<file path="config.mk">
export PLATFORM = sky130hd
export DESIGN_NAME = alu_issue_arbiter
export DESIGN_NICKNAME = d
export VERILOG_FILES = /design/src/rtl/alu_issue_arbiter_pkg.sv /design/src/rtl/alu_issue_arbiter_rr_picker.sv /design/src/rtl/alu_issue_arbiter.sv
export SDC_FILE = /design/constraint.sdc
export NUM_CORES = 1
export LEC_CHECK = 0
export ABC_AREA = 1
export CORE_AREA = 2 2 333 335
export CTS_CLUSTER_DIAMETER = 30
export DETAILED_ROUTE_END_ITERATION = 8
export DIE_AREA = 0 0 335 337
export GPL_TIMING_DRIVEN = 0
export PLACE_DENSITY = 0.49
export SYNTH_ARGS = -nofsm -noshare
export SYNTH_HDL_FRONTEND = slang
export SYNTH_SLANG_ARGS = --single-unit
</file>
<file path="constraint.sdc">
create_clock -name clk -period 3.2 [get_ports clk]
set_input_delay 0.8 -clock clk [delete_from_list [all_inputs] [get_ports clk]]
set_output_delay 0.8 -clock clk [all_outputs]
set_load 0.01 [all_outputs]
</file>
<file path="src/rtl/alu_issue_arbiter_pkg.sv">
// Shared types and constants for the ALU issue arbiter.
package alu_issue_arbiter_pkg;

   localparam int unsigned NUM_THREADS_DEF = 4;
   localparam int unsigned NUM_ALUS_DEF    = 2;
   localparam int unsigned OH_W            = 7;
   localparam int unsigned XLEN            = 32;
   localparam int unsigned RA_W            = 5;

   localparam logic [OH_W-1:0] OH_NOP = 7'd0;

   // One decoded op, used both for thread requests and for ALU slots
   typedef struct packed {
      logic [OH_W-1:0] oh;
      logic [XLEN-1:0] op1;
      logic [XLEN-1:0] op2;
      logic [XLEN-1:0] ins;
      logic [XLEN-1:0] ins_addr;
      logic [RA_W-1:0] rd_addr;
      logic            rd_wen;
   } issue_op_t;

endpackage

</file>
<file path="src/rtl/alu_issue_arbiter_rr_picker.sv">
// Rotating-priority picker: maps candidates, scanned from rr_ptr, onto free ALUs in index order.
module alu_issue_arbiter_rr_picker #(
   parameter int unsigned NT    = 4,
   parameter int unsigned NA    = 2,
   parameter int unsigned TID_W = 2
) (
   input  logic [NT-1:0]            req,
   input  logic [TID_W-1:0]         rr_ptr,
   input  logic [NA-1:0]            free,
   output logic [NA-1:0][TID_W-1:0] grant_tid,
   output logic [NA-1:0]            grant_valid,
   output logic [NT-1:0]            granted,
   output logic                     any_grant,
   output logic [TID_W-1:0]         last_tid
);

   logic [NA-1:0]    remaining;
   logic [TID_W-1:0] t;
   logic             placed;

   always_comb begin
      grant_tid   = '0;
      grant_valid = '0;
      granted     = '0;
      any_grant   = 1'b0;
      last_tid    = '0;
      remaining   = free;
      t           = '0;
      placed      = 1'b0;
      for (int i = 0; i < int'(NT); i++) begin
         t      = rr_ptr + TID_W'(i);
         placed = 1'b0;
         // Each candidate takes the lowest-index ALU still unclaimed
         for (int k = 0; k < int'(NA); k++) begin
            if (req[t] && remaining[k] && !placed) begin
               grant_valid[k] = 1'b1;
               grant_tid[k]   = t;
               remaining[k]   = 1'b0;
               placed         = 1'b1;
               granted[t]     = 1'b1;
               any_grant      = 1'b1;
               last_tid       = t;
            end
         end
      end
   end

endmodule

</file>
<file path="src/rtl/alu_issue_arbiter.sv">
// Issues up to NUM_ALUS decoded ops per cycle from NUM_THREADS threads into registered ALU slots.
module alu_issue_arbiter
   import alu_issue_arbiter_pkg::*;
#(
   parameter int unsigned NUM_THREADS = NUM_THREADS_DEF,
   parameter int unsigned NUM_ALUS    = NUM_ALUS_DEF,
   parameter int unsigned TID_W       = $clog2(NUM_THREADS)
) (
   input  logic                                clk,
   input  logic                                rst_n,
   input  logic [NUM_THREADS-1:0]              req_valid,
   output logic [NUM_THREADS-1:0]              req_ready,
   input  logic [NUM_THREADS-1:0][OH_W-1:0]    req_oh,
   input  logic [NUM_THREADS-1:0][XLEN-1:0]    req_op1,
   input  logic [NUM_THREADS-1:0][XLEN-1:0]    req_op2,
   input  logic [NUM_THREADS-1:0][XLEN-1:0]    req_ins,
   input  logic [NUM_THREADS-1:0][XLEN-1:0]    req_ins_addr,
   input  logic [NUM_THREADS-1:0][RA_W-1:0]    req_rd_addr,
   input  logic [NUM_THREADS-1:0]              req_rd_wen,
   input  logic [NUM_THREADS-1:0]              flush,
   input  logic [NUM_ALUS-1:0]                 alu_stall,
   output logic [NUM_ALUS-1:0]                 alu_valid,
   output logic [NUM_ALUS-1:0][TID_W-1:0]      alu_tid,
   output logic [NUM_ALUS-1:0][OH_W-1:0]       alu_oh,
   output logic [NUM_ALUS-1:0][XLEN-1:0]       alu_op1,
   output logic [NUM_ALUS-1:0][XLEN-1:0]       alu_op2,
   output logic [NUM_ALUS-1:0][XLEN-1:0]       alu_ins,
   output logic [NUM_ALUS-1:0][XLEN-1:0]       alu_ins_addr,
   output logic [NUM_ALUS-1:0][RA_W-1:0]       alu_rd_addr,
   output logic [NUM_ALUS-1:0]                 alu_rd_wen
);

   issue_op_t [NUM_THREADS-1:0]         req_op;
   logic      [NUM_THREADS-1:0]         nop;
   logic      [NUM_THREADS-1:0]         cand;
   logic      [NUM_THREADS-1:0]         granted;
   logic      [NUM_ALUS-1:0][TID_W-1:0] grant_tid;
   logic      [NUM_ALUS-1:0]            grant_valid;
   logic                                any_grant;
   logic      [TID_W-1:0]               last_tid;
   logic      [TID_W-1:0]               rr_ptr;

   issue_op_t [NUM_ALUS-1:0]            slot_q;
   logic      [NUM_ALUS-1:0]            valid_q;
   logic      [NUM_ALUS-1:0][TID_W-1:0] tid_q;

   // Gather per-thread request fields and classify candidates
   always_comb begin
      req_op = '0;
      nop    = '0;
      for (int t = 0; t < int'(NUM_THREADS); t++) begin
         req_op[t].oh       = req_oh[t];
         req_op[t].op1      = req_op1[t];
         req_op[t].op2      = req_op2[t];
         req_op[t].ins      = req_ins[t];
         req_op[t].ins_addr = req_ins_addr[t];
         req_op[t].rd_addr  = req_rd_addr[t];
         req_op[t].rd_wen   = req_rd_wen[t];
         nop[t]             = (req_oh[t] == OH_NOP);
      end
   end

   assign cand = req_valid & ~flush & ~nop;

   alu_issue_arbiter_rr_picker #(
      .NT    (NUM_THREADS),
      .NA    (NUM_ALUS),
      .TID_W (TID_W)
   ) u_picker (
      .req         (cand),
      .rr_ptr      (rr_ptr),
      .free        (~alu_stall),
      .grant_tid   (grant_tid),
      .grant_valid (grant_valid),
      .granted     (granted),
      .any_grant   (any_grant),
      .last_tid    (last_tid)
   );

   // Consumed ops: granted, or dropped as NOP / flushed; never depends on slot state
   assign req_ready = granted | (req_valid & (flush | nop));

   always_ff @(posedge clk or negedge rst_n) begin
      if (!rst_n) begin
         rr_ptr <= '0;
      end else if (any_grant) begin
         rr_ptr <= last_tid + TID_W'(1);
      end
   end

   // Free slots reload (or empty); stalled slots hold unless their thread is flushed
   always_ff @(posedge clk or negedge rst_n) begin
      if (!rst_n) begin
         slot_q  <= '0;
         valid_q <= '0;
         tid_q   <= '0;
      end else begin
         for (int k = 0; k < int'(NUM_ALUS); k++) begin
            if (!alu_stall[k]) begin
               valid_q[k] <= grant_valid[k];
               if (grant_valid[k]) begin
                  tid_q[k]  <= grant_tid[k];
                  slot_q[k] <= req_op[grant_tid[k]];
               end
            end else if (valid_q[k] && flush[tid_q[k]]) begin
               valid_q[k] <= 1'b0;
            end
         end
      end
   end

   always_comb begin
      alu_valid = valid_q;
      alu_tid   = tid_q;
      for (int k = 0; k < int'(NUM_ALUS); k++) begin
         alu_oh[k]       = slot_q[k].oh;
         alu_op1[k]      = slot_q[k].op1;
         alu_op2[k]      = slot_q[k].op2;
         alu_ins[k]      = slot_q[k].ins;
         alu_ins_addr[k] = slot_q[k].ins_addr;
         alu_rd_addr[k]  = slot_q[k].rd_addr;
         alu_rd_wen[k]   = slot_q[k].rd_wen;
      end
   end

endmodule

</file>
# Yosys cells after proc, flatten, opt, wreduce, memory -nomap -nowiden
# Index checks and enable logic that the tools add are counted.
# W data, S select, Z words.
[word_totals]
register_bits = 290
latchBits = 0
mem_bits_rw = 0
romBits = 0
input_bits = 576
output_inout_bits = 292
n_memories = 0
[classes]
addsub = 4
mul = 0
div = 0
magnitude_cmp = 12
n_eq_ne = 2
n_shift = 0
mux = 75
bitwise_logic = 17
reduce_logical = 28
[op_table]
columns = ["cell", "count"]
rows = [
  ["$bmux W141 S2", 2],
  ["$mux W141", 2],
  ["$mux W1", 38],
  ["$or A4 B4 Y4", 9],
  ["$mux W4", 8],
  ["$mux W2", 15],
  ["$logic_not A7 Y1", 4],
  ["$lt A2 B3 Y1 const B", 8],
  ["$logic_and A1 B1 Y1", 18],
  ["$and A4 B4 Y4", 3],
  ["$bmux W1 S2", 6],
  ["$demux W1 S2", 4],
  ["$ge A2 B1 Y1 const B", 4],
  ["$not A4 Y4", 2],
  ["$add A2 B1 Y2 const B", 2],
  ["$add A2 B2 Y2 const B", 2],
  ["$logic_not A1 Y1", 4],
  ["$ne A2 B1 Y1 const B", 2],
  ["$reduce_and A2 Y1", 2],
  ["$not A1 Y1", 2],
  ["$not A2 Y2", 1],
]

# Longest topological paths before layout
# Gate-level depths: netlist (run 1).
[depth]
word_depth = 23
depth_mapped = 22
depth_no_buf = 20

# By module
# A second synthesis (run 1) with hierarchy kept.
[hier_totals]
hier_cells = 3515
hier_area_um2 = 21714.6
[by_module_without_submodules]
columns = ["mod", "instances", "cells_per_inst", "area_per_inst_um2", "seq_area_each_um2"]
rows = [
  ["alu_issue_arbiter", 1, 3360, 20789.9, 7257.0],
  ["alu_issue_arbiter_rr_picker", 1, 155, 924.6, 0.0],
]

# Worst setup path before layout (run 1)
# OpenSTA, ideal clock, no wires.
[synth_path]
kind = "input to output"
start = "input req_oh[2] (netlist bit)"
end = "output req_ready[3]"
arrival_time_ps = 2299
slack_ps = 101
stages = 15
path_buffers = 0
cell_sequence = "inv_1 > nand2_1 > nor2_1 > nand2_1 > nand3_1 > nand3_1 > nand2_2 > nand2_2 > inv_2 > o21ai_1 > nor2_4 > nand2_1 > nand2_1 > inv_1 > o211ai_1"
[synth_via]
elab_chain_len = 23
word_cells_on_any_way = 53
[synth_rtl]
columns = ["element", "line_no", "text"]
rows = [
  ["start: declaration", "alu_issue_arbiter.sv:13", "input logic [NUM_THREADS-1:0][OH_W-1:0] req_oh,"],
  ["$logic_not A7 Y1 *", "alu_issue_arbiter.sv:59", "nop[t] = (req_oh[t] == OH_NOP);"],
  ["$not A4 Y4 *", "alu_issue_arbiter.sv:63", "assign cand = req_valid & ~flush & ~nop;"],
  ["$and A4 B4 Y4 *", "alu_issue_arbiter.sv:63", ""],
  ["$bmux W1 S2", "alu_issue_arbiter_rr_picker.sv:35", "if (req[t] && remaining[k] && !placed) begin"],
  ["$mux W1 (implied by the code)", "alu_issue_arbiter_rr_picker.sv:35", ""],
  ["$logic_and A1 B1 Y1", "alu_issue_arbiter_rr_picker.sv:35", ""],
  ["$mux W1", "alu_issue_arbiter_rr_picker.sv:35", ""],
  ["$logic_not A1 Y1", "alu_issue_arbiter_rr_picker.sv:35", ""],
  ["[7 not listed]", "-", ""],
  ["$mux W4", "alu_issue_arbiter_rr_picker.sv:35", ""],
  ["$or A4 B4 Y4 (no source line)", "-", ""],
  ["$mux W4", "alu_issue_arbiter_rr_picker.sv:35", ""],
  ["$or A4 B4 Y4 (no source line)", "-", ""],
  ["$mux W4", "alu_issue_arbiter_rr_picker.sv:35", ""],
  ["$or A4 B4 Y4 (no source line)", "-", ""],
  ["$mux W4 *", "alu_issue_arbiter_rr_picker.sv:35", ""],
  ["$or A4 B4 Y4 *", "alu_issue_arbiter.sv:81", "assign req_ready = granted | (req_valid & (flush | nop));"],
  ["end: declaration", "alu_issue_arbiter.sv:12", "output logic [NUM_THREADS-1:0] req_ready,"],
]
# Every way passes the cells marked *; elsewhere a longest branch is shown, timed or not. The select of a mux whose other input is x is not followed.

# Worst setup path in the final report (run 1)
[layout_path]
start = "input req_oh[17] (netlist bit)"
end = "output req_ready[0]"
# The elaborated chain is that of the path after synthesis.

==> run summary, run 1 <==
Peak Freq: 275 MHz
Most frequent cells in the layout: nand2_1, clkdlybuf4s50_1, inv_1
R2R Setup Slk: -0.06 ns
Post-synth top area share: 33.9%
Pre-CTS WS: -2.24 ns
Hold Violations, Final: 0
Clock Pin Slew Worst Setup and Hold Paths: 0.04 ns
Critical Path, Cell by Cell: clkdlybuf4s50_1 > inv_2 > nand2_2 > nor2_4 > nand2_4 > nand3_4 > nand2_4 > o21ai_4 > nand4_1 > nand2_2 > nor2_4 > nand2_2 > nand2_4 > buf_4 > nand2_2 > nand3_2 > buf_6
EDFF count, synth: 0
Worst-Skew Late Latency: 0.68 ns
Clock group share of total power: 18.4%
Pwr/cell area: 1510 nW/um^2
Comb power frac: 69.6%
Layout net count: 5,155
CP endpoint kind: output port
Post-DR vias/cell: 4.84
Post-Syn Nets: 4,054
CP startpoint kind: primary input
Leading post-synthesis cells by cell area: dfrtp_1, nand2_1, nand3_1, inv_1, o21ai_0
Vias in the first global route: 29,000
Ys async rst share: 100%
Failing checks: negative setup slack
Min Hold Slack: 0.472 ns
P&R area growth vs syn: 82.1%
Max Fanout on Critical Path: 6
FF-to-FF Start: rr_ptr[0]
I/O pin cnt: 868
Chip width: 335 um
Fin util: 35.6%
Cell Int Power: 28.7 mW
Clock root cell: clkbuf_16
Crit path launch: req_oh[17]
Synthesized area: 21,400 sq um
Maximum vdd drop: 0.584 mV
H-tree depth: 3
First drt pass iteration count: 6
Layout cells sized above 1: 17.0%
Final WS setup: -0.441 ns
Largest net degree at the start of global routing: 97
Slew headroom: 52.6%
Worst Hold Class: reg2reg
Port Buf Inserts: 867
CP max stage cell: clkdlybuf4s50_1
Crit path largest cell delay: 0.41 ns
GR Overflow Total: 0
Synth cell types: 33
Seq/Total Area, Yosys: 33.9%
Starting Density: 19.5%
# rows: 122
Reg power frac: 12.0%
Count of final setup violators: 35
Vias: 29,600
Leading cell type in the layout, fill and taps excluded: nand2_1
Worst-Margin Slew: 0.711 ns
Initial antenna violation count: 35
Clk sinks: 290
Fin Setup TNS: -2.75 ns
P_leak: 19.1 nW
Sw Share: 51.4%
MaxCap Viol Count: 0
Worst Skew: 0.0420 ns
Minimum clock period: 3.64 ns
CP Class: in2out
Critical path data arrival time: 2.84 ns
Post-Syn Instances: 3,474
Buf/Inv on CP: 4
CP required: 2.40 ns
Number of synthesized register bits: 290
Detailed Place HPWL: 123 mm
Routability cong.: 0.932
Clock tree buffer depth: 3
Critical Path Most Common Cell: nand2_2
Yosys warnings: 0
Crit path max-delay family: simple AND/OR/NAND/NOR gates
Syn avg cell area: 6.16 sq um
CTS tree: yes
RSZ-0062 raised after global routing: true
Min-Delay Startpoint: alu_ins_addr[40]
Synth area leader: dfrtp_1
Tcrit/Tclk final: 114%
Status: complete, but fails checks
Gr usage total: 27.8%
Max Slew Vio Count: 0
Final wirelength: 166 mm
Net Sw Power: 30.4 mW
CTS Buf Count: 112
Top_reg_cell synth: dfrtp_1
Iteration-0 DRC Markers: 2,421
Die H: 337 um
Total core area: 110,000 sq um
Routed length per instance: 27.2 um
ANT nets after route: 0
Die Area: 113,000 sq um
First-pass GRT wire length: 221 mm
DRC errors left: 0
stage by stage:
step	power [mW]	std cells	area (sq um)
finish	59.0	6116	39000
floorplan	23.7	3474	21400
global placement	41.7	5767	31900
CTS	54.7	6034	36900
detailed placement	41.8	5770	32000
global route	62.1	6105	39000
synthesized netlist by cell type, types with 5 or more instances:
| cell type | instances |
|---|---|
| o21ai_0 | 308 |
| buf_1 | 23 |
| nand3_2 | 5 |
| nor2_1 | 82 |
| dfrtp_1 | 290 |
| inv_1 | 461 |
| nand4_1 | 142 |
| o211ai_1 | 27 |
| o21ai_1 | 37 |
| buf_4 | 17 |
| clkbuf_1 | 87 |
| buf_6 | 9 |
| inv_2 | 17 |
| buf_2 | 118 |
| a21oi_1 | 173 |
| nand2_2 | 7 |
| nand2_1 | 1186 |
| or2_2 | 45 |
| nand3_1 | 415 |
worst paths after layout:
path | depth (start not counted) | endpoint
worst max-delay path | 17 | req_ready[0]
worst min-delay path | 2 | alu_ins_addr[40]
worst max register to register | 22 | alu_op1[15]
worst min register to register | 2 | alu_ins_addr[40]
max in group asynchronous | 4 | alu_op2[16]
min in group asynchronous | 2 | alu_ins_addr[14]
worst register-to-register path, cell delays in order, from the launching register on:
cell and delay [ns]:
dfrtp_1 0.37, buf_6 0.14, inv_6 0.03, buf_8 0.11, ha_4 0.30, clkinv_8 0.08
o21ai_4 0.21, nand4_1 0.16, nor2_2 0.15, inv_2 0.08, buf_4 0.14, buf_4 0.13
o21ai_4 0.14, buf_8 0.12, buf_8 0.13, clkinv_8 0.08, nor2_4 0.15, buf_12 0.13
buf_12 0.15, buf_8 0.14, buf_12 0.12, nand2_1 0.06, nand3_1 0.09
cell type report:
class                           count  area (sq um)
Buffer                            251          2230
Fill cell                       11800         70600
Tap cell                         1426          1780
Inverter                          479          1840
Sequential cell                   290          7260
Clock inverter                     29           312
Clock buffer                      175          3460
Timing Repair Buffer              990         10100
Antenna cell                       25          62.6
Multi-Input combinational cell   2451         11900
what timing repair did:
| action | CTS | global route |
|---|---|---|
| endpoints found under the hold margin | 26 | 0 |
| setup endpoints to repair | 292 | 292 |
| setup buffers | 61 | 52 |
| pin swaps | 33 | 71 |
| hold buffers | 1 | 0 |
| gates resized for setup | 281 | 509 |
| cloned | 0 | 10 |
registers in the layout, indices dropped and copies added (netlist names):
name and cells:
alu_ins 64, alu_ins_addr 64, alu_op1 64, alu_op2 64, alu_oh 14, alu_rd_addr 10, alu_tid 4, alu_rd_wen 2
alu_valid 2, rr_ptr 2
logic make-up after synthesis:
logic type | synth area share [%]
buffers and inverters | 14.2
and+or+nand+nor | 38.3
adders and majority gates | 0.234
DFF | 33.9
AOI/OAI and AO/OA | 13.5
power by group through the flow:
stage                     Sequential [mW]  Clock, mW  Combinational, mW
final                                7.10       10.8               41.1
after CTS                            7.07       10.9               36.7
after floorplan                      7.65          0               16.0
after global routing                 7.27       11.1               43.7
after global placement               7.09          0               34.6
after detailed placement             7.06          0               34.7
per-layer routing:
metal	wire (um)	vias up	GRT usage (%)
met1	66200	14300	33.9
met4	6680	12	12.5
met5	75	-	0
met3	14800	333	7.33
met2	78400	1577	46.0
li1	-	13400	-
Power figures use the tool's default switching activity.
==> run 2: changes to the inputs <==
CTS_BUF_LIST = sky130_fd_sc_hd__clkbuf_8   (was unset)
HOLD_SLACK_MARGIN = 0.08   (was unset)
==> run 2 against run 1 <==
  * Utilization down 2.8 points
  * Largest cell class is now multi-input combinational cells
  * Non-clock buffer count down 66
  * Sequential share of layout area up 1.6 points
  * Flip-flop and latch count unchanged
  * Critical path depth down 2
  * The run still ends with negative setup slack left
  * Largest power group unchanged
==> run summary, run 2 (synthesis gave the netlist of run 1 again) <==
Worst Hold Class: in2reg
Routed length per instance: 26.9 um (-0.90%)
CP Class: in2out
Die Area: 113,000 sq um (unchanged)
RSZ-0062 raised after global routing: true
Iteration-0 DRC Markers: 2,516 (+3.9%)
Chip width: 335 um (unchanged)
Largest net degree at the start of global routing: 97 (unchanged)
Layout cells sized above 1: 13.2% (-3.8 points)
Minimum clock period: 3.72 ns (+0.0814 ns)
Final wirelength: 163 mm (-2.0%)
Max Slew Vio Count: 0 (unchanged)
GR Overflow Total: 0 (unchanged)
Peak Freq: 269 MHz (-2.2%)
Starting Density: 19.5% (unchanged)
Worst-Skew Late Latency: 0.77 ns (+0.09 ns)
Clock root cell: clkbuf_8
Status: complete, but fails checks
Sw Share: 55.2% (+3.8 points)
Total power draw: 51.9 mW (-12%)
Most frequent cells in the layout: nand2_1, clkdlybuf4s50_1, inv_1
Final WS setup: -0.522 ns (-0.0814 ns)
Total core area: 110,000 sq um (unchanged)
Clock tree buffer depth: 3 (unchanged)
Post-DR vias/cell: 4.86 (+0.30%)
Gr usage total: 27.7% (-0.12 points)
Detailed Place HPWL: 123 mm (unchanged)
Reg power frac: 13.7% (+1.7 points)
Count of final setup violators: 164 (+370%)
Layout net count: 5,089 (-1.3%)
# rows: 122 (unchanged)
CP required: 2.40 ns (about the same)
First drt pass iteration count: 5 (-1)
I/O pin cnt: 868 (unchanged)
First-pass GRT wire length: 220 mm (-0.49%)
Vias: 29,400 (-0.80%)
P_leak: 17.7 nW (-7.4%)
Tcrit/Tclk final: 116% (+2.5 points)
Leading cell type in the layout, fill and taps excluded: nand2_1
Vias in the first global route: 28,800 (-0.70%)
Worst-Margin Slew: 0.855 ns (+0.143 ns)
Clock group share of total power: 14.5% (-3.9 points)
ANT nets after route: 0 (unchanged)
MaxCap Viol Count: 0 (unchanged)
Die H: 337 um (unchanged)
Maximum vdd drop: 0.610 mV (+4.4%)
H-tree depth: 3 (unchanged)
Net Sw Power: 28.7 mW (-5.5%)
Routability cong.: 0.932 (unchanged)
Worst R2R End: alu_op2[10]
Initial antenna violation count: 35 (unchanged)
CTS tree: yes
Critical path data arrival time: 2.92 ns (+0.08 ns)
Slew headroom: 43.0% (-9.5 points)
Pwr/cell area: 1450 nW/um^2 (-4.4%)
Failing checks: negative setup slack
Comb power frac: 71.9% (+2.3 points)
Port Buf Inserts: 867 (unchanged)
FF-to-FF Start: rr_ptr[0]
Fin util: 32.8% (-2.8 points)
CP endpoint kind: output port
Cell Int Power: 23.3 mW (-19%)
Hold endpoint: alu_oh[2]
Clock Pin Slew Worst Setup and Hold Paths: 0.05 ns (about the same)
CTS Buf Count: 112 (unchanged)
R2R cell count: 16 (-27%)
R2R Setup Slk: -0.32 ns (-0.26 ns)
P&R area growth vs syn: 67.7%
Min-Delay Startpoint: req_oh[9]
CP startpoint kind: primary input
Max Fanout on Critical Path: 5 (-1)
DRC errors left: 0 (unchanged)
Clk sinks: 290 (unchanged)
Worst Skew: 0.0391 ns (-0.00293 ns)
Hold Path Cell Cnt: 5 (+3)
Hold Violations, Final: 0 (unchanged)
run 2: how the worst max path moves through the flow:
stage | slack [ns] | cells past startpoint | to | startpoint
global placement | -14.21 | 1 | alu_op2[46] | rst_n
floorplan | 0.10 | 15 | req_ready[3] | req_oh[2]
global route | -0.63 | 15 | req_ready[0] | rr_ptr[0]
detailed placement | -2.24 | 14 | alu_op1[2] | req_oh[0]
CTS | -0.64 | 13 | req_ready[3] | rr_ptr[0]
finish | -0.52 | 15 | req_ready[2] | req_oh[15]
run 2: layout make-up:
cell class / count / area, sq um
Multi-Input combinational cell: 2451 / 11400
Fill cell: 12100 / 73700
Buffer: 253 / 1770
Antenna cell: 25 / 62.6
Sequential cell: 290 / 7260
Clock inverter: 47 / 419
Clock buffer: 156 / 2150
Tap cell: 1426 / 1780
Timing Repair Buffer: 922 / 9200
Inverter: 479 / 1820
run 2: layer usage:
metal  routed length (um)  track usage (%)  vias up
li1                     -                -    13300
met1                64700             33.8    14200
met2                76000             45.7     1568
met3                15000             7.34      339
met4                 7070             12.5       16
met5                  110                0        -
run 2: through the flow:
stage / hold WS, ns / TNS [ns] / setup slack, ns / cell area (sq um) / instances
5_1_grt: 0.439 / -53.59 / -0.630 / 35900 / 6037
3_3_place_gp: 0.462 / -4615.62 / -14.21 / 31900 / 5767
6_report: 0.453 / -38.06 / -0.522 / 35900 / 6049
2_1_floorplan: 0.504 / 0 / 0.101 / 21400 / 3474
3_5_place_dp: 0.464 / -515.09 / -2.24 / 32000 / 5770
4_1_cts: 0.431 / -32.22 / -0.641 / 35500 / 6017
run 2: what timing repair did:
action	4_1_cts	5_1_grt
setup buffers	44	12
hold endpoints to repair	26	0
resized for setup	246	128
pin swaps	22	22
endpoints found under the setup margin	292	294
hold buffers	1	0
run 2: critical path: stages:
cell	delay, ns
clkdlybuf4s50_1	0.44
inv_2	0.09
nand2_1	0.07
nor2_2	0.11
nand2_2	0.10
nand3_2	0.11
nand3_1	0.12
nand2_4	0.13
nand2_4	0.08
inv_2	0.08
nand3_1	0.20
nand2_4	0.17
inv_2	0.07
o211ai_1	0.18
buf_4	0.17
run 2: power by group through the flow:
stage | Combinational [mW] | Clock, mW | Sequential (mW)
floorplan | 16.0 | 0 | 7.65
global placement | 34.6 | 0 | 7.09
detailed placement | 34.7 | 0 | 7.06
CTS | 36.7 | 7.65 | 7.07
global route | 39.9 | 7.86 | 7.26
finish | 37.3 | 7.52 | 7.09
